--- config.mk ---
export PLATFORM = sky130hd
export DESIGN_NAME = transmissor_serial
export DESIGN_NICKNAME = d
export VERILOG_FILES = /design/src/rtl/transmissor_serial.sv
export SDC_FILE = /design/constraint.sdc
export NUM_CORES = 1
export LEC_CHECK = 0
export ABC_CLOCK_PERIOD_IN_PS = 5100
export BUFFER_PORTS_ARGS = -buffer_cell sky130_fd_sc_hd__buf_4
export CAP_MARGIN = 20
export CORE_UTILIZATION = 53
export CTS_BUF_LIST = sky130_fd_sc_hd__clkbuf_8
export CTS_CLUSTER_DIAMETER = 120
export DETAILED_ROUTE_END_ITERATION = 8
export HOLD_SLACK_MARGIN = 0.12
export PLACE_DENSITY = 0.8
export SETUP_SLACK_MARGIN = 0.05
export SYNTH_ARGS = -nofsm -noshare
export SYNTH_HDL_FRONTEND = slang
export SYNTH_SLANG_ARGS = --single-unit
--- constraint.sdc ---
create_clock -name clk -period 5.1 [get_ports clk]
set_input_delay 1.53 -clock clk [delete_from_list [all_inputs] [get_ports clk]]
set_output_delay 1.53 -clock clk [all_outputs]
set_load 0.02 [all_outputs]
--- src/rtl/transmissor_serial.sv ---
// rtl/transmissor_serial.sv - start/data/stop serial transmitter with valid/ready word handshake
// Frame: one start bit (0), WIDTH data bits d[0] first, one stop bit (1); each bit lasts DIV clocks.
module transmissor_serial #(
  parameter int WIDTH = 8,
  parameter int DIV   = 1
) (
  input  logic             clk,
  input  logic             clrn,
  input  logic [0:WIDTH-1] d,
  input  logic             valid,
  output logic             ready,
  output logic             sout,
  output logic             busy,
  output logic             done
);

  localparam int CW = (DIV > 1) ? $clog2(DIV) : 1;
  localparam int IW = (WIDTH > 1) ? $clog2(WIDTH) : 1;
  localparam logic [CW-1:0] CNT_LAST = CW'(DIV - 1);
  localparam logic [IW-1:0] IDX_LAST = IW'(WIDTH - 1);

  localparam logic [1:0] IDLE  = 2'd0;
  localparam logic [1:0] START = 2'd1;
  localparam logic [1:0] DATA  = 2'd2;
  localparam logic [1:0] STOP  = 2'd3;

  logic [1:0]       state;
  logic [CW-1:0]    cnt;
  logic [IW-1:0]    idx;
  logic [0:WIDTH-1] shreg;
  logic             bit_end;

  assign bit_end = (cnt == CNT_LAST);
  assign busy    = ~ready;

  always_ff @(posedge clk or negedge clrn) begin
    if (!clrn) begin
      state <= IDLE;
      cnt   <= '0;
      idx   <= '0;
      shreg <= '0;
      sout  <= 1'b1;
      ready <= 1'b1;
      done  <= 1'b0;
    end else begin
      done <= 1'b0;
      case (state)
        IDLE: begin
          if (valid) begin
            shreg <= d;
            cnt   <= '0;
            sout  <= 1'b0;
            ready <= 1'b0;
            state <= START;
          end
        end
        START: begin
          if (bit_end) begin
            cnt   <= '0;
            idx   <= '0;
            sout  <= shreg[0];
            shreg <= {shreg[1:WIDTH-1], 1'b0};
            state <= DATA;
          end else begin
            cnt <= cnt + 1'b1;
          end
        end
        DATA: begin
          if (bit_end) begin
            cnt <= '0;
            // shreg[0] always holds the next bit to put on the line
            if (idx == IDX_LAST) begin
              sout  <= 1'b1;
              state <= STOP;
            end else begin
              idx   <= idx + 1'b1;
              sout  <= shreg[0];
              shreg <= {shreg[1:WIDTH-1], 1'b0};
            end
          end else begin
            cnt <= cnt + 1'b1;
          end
        end
        STOP: begin
          if (bit_end) begin
            cnt   <= '0;
            idx   <= '0;
            ready <= 1'b1;
            done  <= 1'b1;
            state <= IDLE;
          end else begin
            cnt <= cnt + 1'b1;
          end
        end
        default: begin
          state <= IDLE;
          sout  <= 1'b1;
          ready <= 1'b1;
        end
      endcase
    end
  end

endmodule

==> flow_summary.yaml, run 1 <==
power:
  p_per_area_nw_per_um2: 737
  peakVddDrop_uv: 392
  power.share.switching: 0.365
  p_leak_uw: 0.000466
  p_sw_uw: 271
  p_clk_frac: 0.151
  internal_power_uw: 473
  comb_power_share: 0.523
  power_frac_seq: 0.326
die:
  start_util: 0.563
  fp.dieW_um: 42.0
  rows: 14
  die_area_um2: 1760
  ioPinCount: 15
  fp.dieH_um: 42.0
  core_um2: 1510
cells_and_area:
  fin_util: 0.670
  syn2layout_area_growth_pct: 19.0
  design_area_um2: 1010
  final_nets: 104
  antennaDiodeCount: 0
  fillerInstances: 111
  drive_above_1_share: 0.407
critical_path:
  end_kind: "output pin"
  ff2ff_setup_slack_ns: 3.23
  rr_endpoint: "shreg[6]"
  r2r-start: "idx[0]"
  worstSetupPathType: "register to output pin"
  start_kind: "register"
  path_max_fanout: 4
  rr_worst_depth: 4
  worstPathRequired_ns: 3.57
  critical_path_arrival_ns: 0.99
cts:
  clk_path_buf_depth: 2
  post-cts-setup-buffers: 0
  path_clk_slew_ns: 0.07
  post_cts_resized: 0
  clk_latency_ns: 0.25
  clock-sinks: 16
  tritoncts: "built"
  htree_levels: 1
  holdBufCountCts: 0
  cts_inserted_buffers: 3
  cts_root_buffer: "clkbuf_8"
sta:
  period_needed_ns: 2.52
  relSlewSlack: 0.706
  hold_viol: 0
  clock.fmax_ghz: 0.397
  setup_viol: 0
  final_max_slew_viol_count: 0
  timing.final.crit_share: 0.494
  skew_ns: 0.00423
  setup_ws_ns: 2.58
  rsz0062_at_grt: "no"
  tightest_slew_ns: 0.440
  tns_ns: 0
yosys:
  synth_nets: 89
  synthSimpleGateAreaFrac: 0.0590
  syn_avg_cell_area_um2: 11.8
  synth_cell_type_count: 20
  yosysSeqAreaShare: 0.475
  synth_fa_ha_area_frac: 0.0885
  synth_top_family_by_area: "multiplexers"
  synthCells: 72
  synth_xor_area_frac: 0
  synth-seq-cells: 16
  ys_warn_count: 0
  synthMuxAreaShare: 0.224
  syn_area_um2: 848
  synth-compound-area-share: 0.114
route:
  via_per_inst: 5.63
  ant_nets: 0
  drt_iter0_markers: 7
  firstDrtPassIters: 4
  routed_wl_um: 1440
  vias: 574
  drc: 0
  post_drt_wl_per_cell_um: 14.1
place:
  post_dp_cell_area_um2: 955
  place_congestion: 0.741
  pre_cts_slack_ns: 2.48
  numPortBuffers: 14
  hpwl_um: 994
global_route:
  grt_pass1_wl_um: 2530
  grt_pass1_vias: 564
  track_usage: 0.195
  grt_antenna_before_repair: 0
  grt_max_degree: 17
  overflow: 0
worst_hold_path:
  hp-class: "register to register"
  holdPathStages: 2
  whs_endpoint: "sout"
  hold_start: "sout"
status:
  status: "complete, no violations"
run:
  drv_cap: 0
[flip-flops by register name, indices dropped and copies added (netlist names)]
name and cells:
done 1, shreg 8, sout 1, idx 3, ready 1, state 2
[metrics by stage]
stage / power (µW) / hold WS (ns) / instances
after global routing: 801 / 0.517 / 102
after floorplan: 546 / 0.452 / 72
after CTS: 749 / 0.500 / 102
final: 744 / 0.495 / 102
after detailed placement: 630 / 0.486 / 98
after global placement: 614 / 0.463 / 98
[critical path, stage by stage (launching register included)]
cell	delay [ns]
dfstp_2	0.55
inv_1	0.04
buf_4	0.14
[cells in the mapped netlist, drive strengths merged]
cell type  count  share of area
o21ai          2          0.012
buf            3          0.018
a31oi          3          0.022
a21oi          6          0.035
dfrtp         14           0.41
nand2          5          0.022
nor2           2         0.0089
nor2b          2          0.015
a211oi         1          0.024
nor3           1         0.0059
mux2i          1          0.012
o41ai          1          0.010
clkbuf         1         0.0044
dfstp          2          0.062
mux2          16           0.21
o22a           1          0.010
nand2b         1         0.0074
ha             6          0.088
inv            4          0.018
[cell type report]
class / count / area, µm² / area share
flip-flops and latches: 16 / 403 / 0.399
multi-input cells: 48 / 412 / 0.408
well taps: 16 / 20.0 / 0.0198
clock buffers: 4 / 55.1 / 0.0545
inverters: 4 / 15.0 / 0.0149
repair buffers: 14 / 105 / 0.104
[cells by family (layout without fill, tap and decap cells)]
logic type | Yosys count | after routing
AO/OA/AOI/OAI | 14 | 14
adder cells (fa/ha/maj) | 6 | 6
buffers and inverters | 8 | 22
flip-flops | 16 | 16
multiplexers | 17 | 17
AND/OR/NAND/NOR | 11 | 11
[power by group through the flow]
| stage | clock network [µW] | registers (µW) | logic [µW] |
|---|---|---|---|
| CTS | 114 | 243 | 392 |
| global placement | 0 | 240 | 374 |
| floorplan | 0 | 248 | 298 |
| detailed placement | 0 | 245 | 385 |
| global route | 119 | 250 | 433 |
| finish | 113 | 242 | 389 |
[layout by cell type (no fill, tap or decap), drive strengths merged]
cell type,netlist,routed
a211oi,1,1
a21oi,6,6
a31oi,3,3
buf,3,14
clkbuf,1,4
dfrtp,14,14
dfstp,2,2
ha,6,6
inv,4,4
mux2,16,16
mux2i,1,1
nand2,5,5
nand2b,1,1
nor2,2,2
nor2b,2,2
nor3,1,1
o21ai,2,2
o22a,1,1
o41ai,1,1
[worst max-delay path by stage]
stage | slack [ns] | depth (start not counted) | startpoint | to
finish | 2.58 | 2 | ready | busy
global route | 2.56 | 2 | ready | busy
CTS | 2.58 | 2 | ready | busy
detailed placement | 2.48 | 4 | valid | shreg[7]
global placement | 2.50 | 4 | valid | shreg[6]
floorplan | 2.69 | 3 | valid | shreg[0]
[routing by layer]
layer	vias up	routed length, µm	global-route usage
met2	14	683	0.313
met5	-	0	0
met1	278	674	0.253
met4	0	31	0.116
met3	4	49	0.0259
li1	278	-	-
Power figures use the tool's default switching activity.
==> run 2, diff against run 1 <==
Settings changed: ABC_CLOCK_PERIOD_IN_PS 5100 to 2400.
Clock period 5.1 ns to 2.4 ns, I/O delays scaled along.
==> flow_summary.yaml, run 2 (synthesis gave the netlist of run 1 again) <==
cts:
  cts_inserted_buffers: 3
  tritoncts: "built"
  cts_root_buffer: "clkbuf_8"
  path_clk_slew_ns: 0.06
  post_cts_resized: 0
  htree_levels: 1
  clk_latency_ns: 0.25
  post-cts-setup-buffers: 0
  clock-sinks: 16
  holdBufCountCts: 0
  clk_path_buf_depth: 2
global_route:
  grt_pass1_vias: 627
  grt_antenna_before_repair: 0
  grt_max_degree: 17
  overflow: 0
  grt_pass1_wl_um: 2640
  track_usage: 0.202
critical_path:
  worstSetupPathType: "register to register"
  critical_path_arrival_ns: 2.05
  rr_worst_depth: 4
  path_max_fanout: 8
  end_kind: "register"
  worstPathRequired_ns: 2.53
  start_kind: "register"
cells_and_area:
  multi_input_area_um2: 412
  top_register: "shreg"
  design_area_um2: 1010
  final_nets: 104
  reg.largest.list: "shreg: 8 flops, idx: 3 flops, state: 2 flops"
  antennaDiodeCount: 0
  drive_above_1_share: 0.407
  largest_reg_flops: 8
  fillerInstances: 130
  final_cell_mix: "mux2_2, dfrtp_1, buf_4"
  seq_area_um2: 403
  syn2layout_area_growth_pct: 19.0
die:
  ioPinCount: 15
  start_util: 0.563
  fp.dieH_um: 42.0
  core_um2: 1510
  rows: 14
  die_area_um2: 1760
  fp.dieW_um: 42.0
sta:
  tightest_slew_ns: 0.473
  timing.final.crit_share: 0.800
  setup_viol: 0
  relSlewSlack: 0.683
  hold_viol: 0
  clock.fmax_ghz: 0.521
  tns_ns: 0
  final_max_slew_viol_count: 0
  skew_ns: 0.00219
  rsz0062_at_grt: "no"
  period_needed_ns: 1.92
route:
  wl_met3_um: 50
  top_layer: "met4"
  drc: 0
  via_per_inst: 5.41
  post_drt_wl_per_cell_um: 13.5
  ant_nets: 0
  vias: 552
  wl_met2_um: 674
  firstDrtPassIters: 4
  wl_met1_um: 634
  drt_iter0_markers: 5
  routed_wl_um: 1370
status:
  status: "complete, no violations"
place:
  place_congestion: 0.691
  hpwl_um: 979
  post_dp_cell_area_um2: 955
  numPortBuffers: 14
power:
  p_per_area_nw_per_um2: 1560
  p_leak_uw: 0.000466
  peakVddDrop_uv: 895
worst_hold_path:
  hp-class: "primary input to async pin"
run:
  drv_cap: 0
==> run 2: worst paths after layout <==
check | start | to | slack [ns]
worst max-delay path | idx[0] | shreg[5] | 0.48
worst min-delay path | clrn | state[0] | 0.31
worst max register to register | idx[0] | shreg[5] | 0.48
worst min register to register | sout | sout | 0.50
max in group asynchronous | clrn | ready | 1.84
min in group clk | sout | sout | 0.50
==> run 2: critical path, stage by stage (launching register included) <==
cell and delay [ns]:
dfrtp_1 0.41, ha_1 0.21, ha_1 0.28, a211oi_4 0.50, mux2_2 0.39
==> run 2: layout make-up <==
class,count,share of cell area
multi-input cells,48,0.408
clock buffers,4,0.0545
well taps,16,0.0198
repair buffers,14,0.104
inverters,4,0.0149
flip-flops and latches,16,0.399
==> run 2: power by group <==
group | total (µW) | switching, µW | leakage (µW) | internal, µW
combinational | 824 | 390 | 0.000246 | 433
sequential | 515 | 87.9 | 0.000190 | 427
clock | 239 | 93.7 | 0.0000288 | 145
==> run 2: stage by stage <==
| step | hold WS [ns] | total power (µW) | setup WS [ns] | util | cells |
|---|---|---|---|---|---|
| after floorplan | 0.424 | 1160 | 0.626 | - | 72 |
| after global placement | 0.467 | 1300 | 0.551 | 0.634 | 98 |
| after detailed placement | 0.482 | 1340 | 0.485 | 0.634 | 98 |
| after CTS | 0.317 | 1590 | 0.455 | 0.670 | 102 |
| after global routing | 0.330 | 1710 | 0.384 | 0.670 | 102 |
| final | 0.314 | 1580 | 0.480 | 0.670 | 102 |
==> run 2: routing by layer <==
layer  GRT usage  vias up
li1            -      276
met1       0.256      262
met2       0.331       12
met3      0.0388        2
met4      0.0968        0
met5           0        -
==> run 3, diff against run 2 <==
Settings changed: ABC_CLOCK_PERIOD_IN_PS 2400 to 1920.
Clock period 2.4 ns to 1.92 ns, I/O delays scaled along.
==> flow_summary.yaml, run 3 (synthesis gave the netlist of run 1 again) <==
global_route:
  grt_max_degree: 17
  grt_pass1_wl_um: 2580
  track_usage: 0.204
  grt_antenna_before_repair: 0
  grt_pass1_vias: 620
  overflow: 0
critical_path:
  critPathMaxStageDelay_ns: 0.41
  path_cells: "ha_1 -> ha_1 -> a211oi_4 -> buf_12 -> mux2_2"
  slowest_stage: "dfrtp_1"
  rr_endpoint: "shreg[5]"
  end_kind: "register"
  ff2ff_setup_slack_ns: 0.15
  critical_path_arrival_ns: 1.90
  critPathMostFrequentCell: "ha_1"
  rr_worst_depth: 5
  r2r-start: "idx[0]"
  start_kind: "register"
  worstPathRequired_ns: 2.05
  worstSetupPathType: "register to register"
  path_max_fanout: 8
cts:
  post-cts-setup-buffers: 0
  post_cts_resized: 0
  clk_path_buf_depth: 2
  cts_root_buffer: "clkbuf_8"
  clock-sinks: 16
  htree_levels: 1
  cts_inserted_buffers: 3
  clk_latency_ns: 0.25
  holdBufCountCts: 0
  path_clk_slew_ns: 0.06
  tritoncts: "built"
cells_and_area:
  layout_commonest_cell: "buf_4"
  multi_input_area_um2: 412
  largest_reg_flops: 8
  reg.largest.list: "shreg: 8 flops, idx: 3 flops, state: 2 flops"
  syn2layout_area_growth_pct: 22.4
  antennaDiodeCount: 0
  final_nets: 108
  final_cell_mix: "buf_4, mux2_2, dfrtp_1"
  top_register: "shreg"
  drive_above_1_share: 0.427
  seq_area_um2: 403
  design_area_um2: 1040
  fillerInstances: 116
sta:
  tns_ns: 0
  setup_viol: 0
  clock.fmax_ghz: 0.565
  tightest_slew_ns: 0.373
  hold_viol: 0
  rsz0062_at_grt: "no"
  period_needed_ns: 1.77
  final_max_slew_viol_count: 0
  timing.final.crit_share: 0.921
  skew_ns: 0.00752
  relSlewSlack: 0.751
die:
  ioPinCount: 15
  fp.dieH_um: 42.0
  fp.dieW_um: 42.0
  die_area_um2: 1760
  start_util: 0.563
  rows: 14
  core_um2: 1510
power:
  internal_power_uw: 1290
  p_leak_uw: 0.000484
  power_uw: 2030
  comb_power_share: 0.559
  power_frac_seq: 0.317
  peakVddDrop_uv: 1120
  p_sw_uw: 734
  p_clk_frac: 0.123
  power.share.switching: 0.362
  p_per_area_nw_per_um2: 1950
route:
  vias: 582
  firstDrtPassIters: 3
  ant_nets: 0
  routed_wl_um: 1490
  drt_iter0_markers: 8
  via_per_inst: 5.54
  drc: 0
  post_drt_wl_per_cell_um: 14.2
place:
  post_dp_cell_area_um2: 997
  numPortBuffers: 14
  hpwl_um: 1090
  place_congestion: 0.683
worst_hold_path:
  hp-class: "primary input to async pin"
run:
  drv_cap: 0
status:
  status: "complete, no violations"
## run 3: changes by cell type in the layout (fill, tap and decap cells not counted)
| cell | before | now |
|---|---|---|
| buf_12 | 0 | 1 |
| buf_4 | 14 | 17 |
| clkbuf_8 | 4 | 3 |
## run 3: how the worst max path moves through the flow
stage | cells after the start | to | start
detailed placement | 5 | shreg[4] | idx[0]
finish | 5 | shreg[5] | idx[0]
global route | 4 | shreg[1] | state[0]
CTS | 5 | shreg[4] | idx[0]
global placement | 5 | shreg[4] | idx[0]
floorplan | 5 | shreg[0] | idx[0]
## run 3: layout make-up
type | count | area share
Clock buffer | 3 | 0.0398
Inverter | 4 | 0.0145
Multi-Input combinational cell | 48 | 0.396
Sequential cell | 16 | 0.388
Tap cell | 16 | 0.0193
Timing Repair Buffer | 18 | 0.142
## run 3: per-stage QoR
stage / std cells / utilization / hold WS [ns] / worst slack [ns]
after global routing: 105 / 0.689 / 0.184 / 0.0534
after CTS: 105 / 0.689 / 0.177 / 0.145
after detailed placement: 102 / 0.662 / 0.444 / 0.157
after floorplan: 72 / - / 0.280 / 0.146
after global placement: 102 / 0.662 / 0.442 / 0.222
final: 105 / 0.689 / 0.172 / 0.151
## run 3: power groups by stage
stage	clock (µW)	combinational (µW)	sequential [µW]
floorplan	0	791	658
global placement	0	1090	630
detailed placement	0	1140	649
CTS	252	1140	646
global route	266	1250	667
finish	250	1130	643
## run 3: per-layer routing
| metal | track usage | routed length (µm) | up-vias |
|---|---|---|---|
| met1 | 0.233 | 672 | 275 |
| li1 | - | - | 287 |
| met4 | 0.148 | 62 | 0 |
| met5 | 0 | 0 | - |
| met2 | 0.338 | 699 | 14 |
| met3 | 0.0388 | 52 | 6 |
## run 3: worst max-delay path: cells and delay by family (launching register included)
kind	cells	cell delay [ns]
AO/OA/AOI/OAI	1	0.29
adder cells (fa/ha/maj)	2	0.45
buffers and inverters	1	0.16
flip-flops	1	0.41
multiplexers	1	0.33
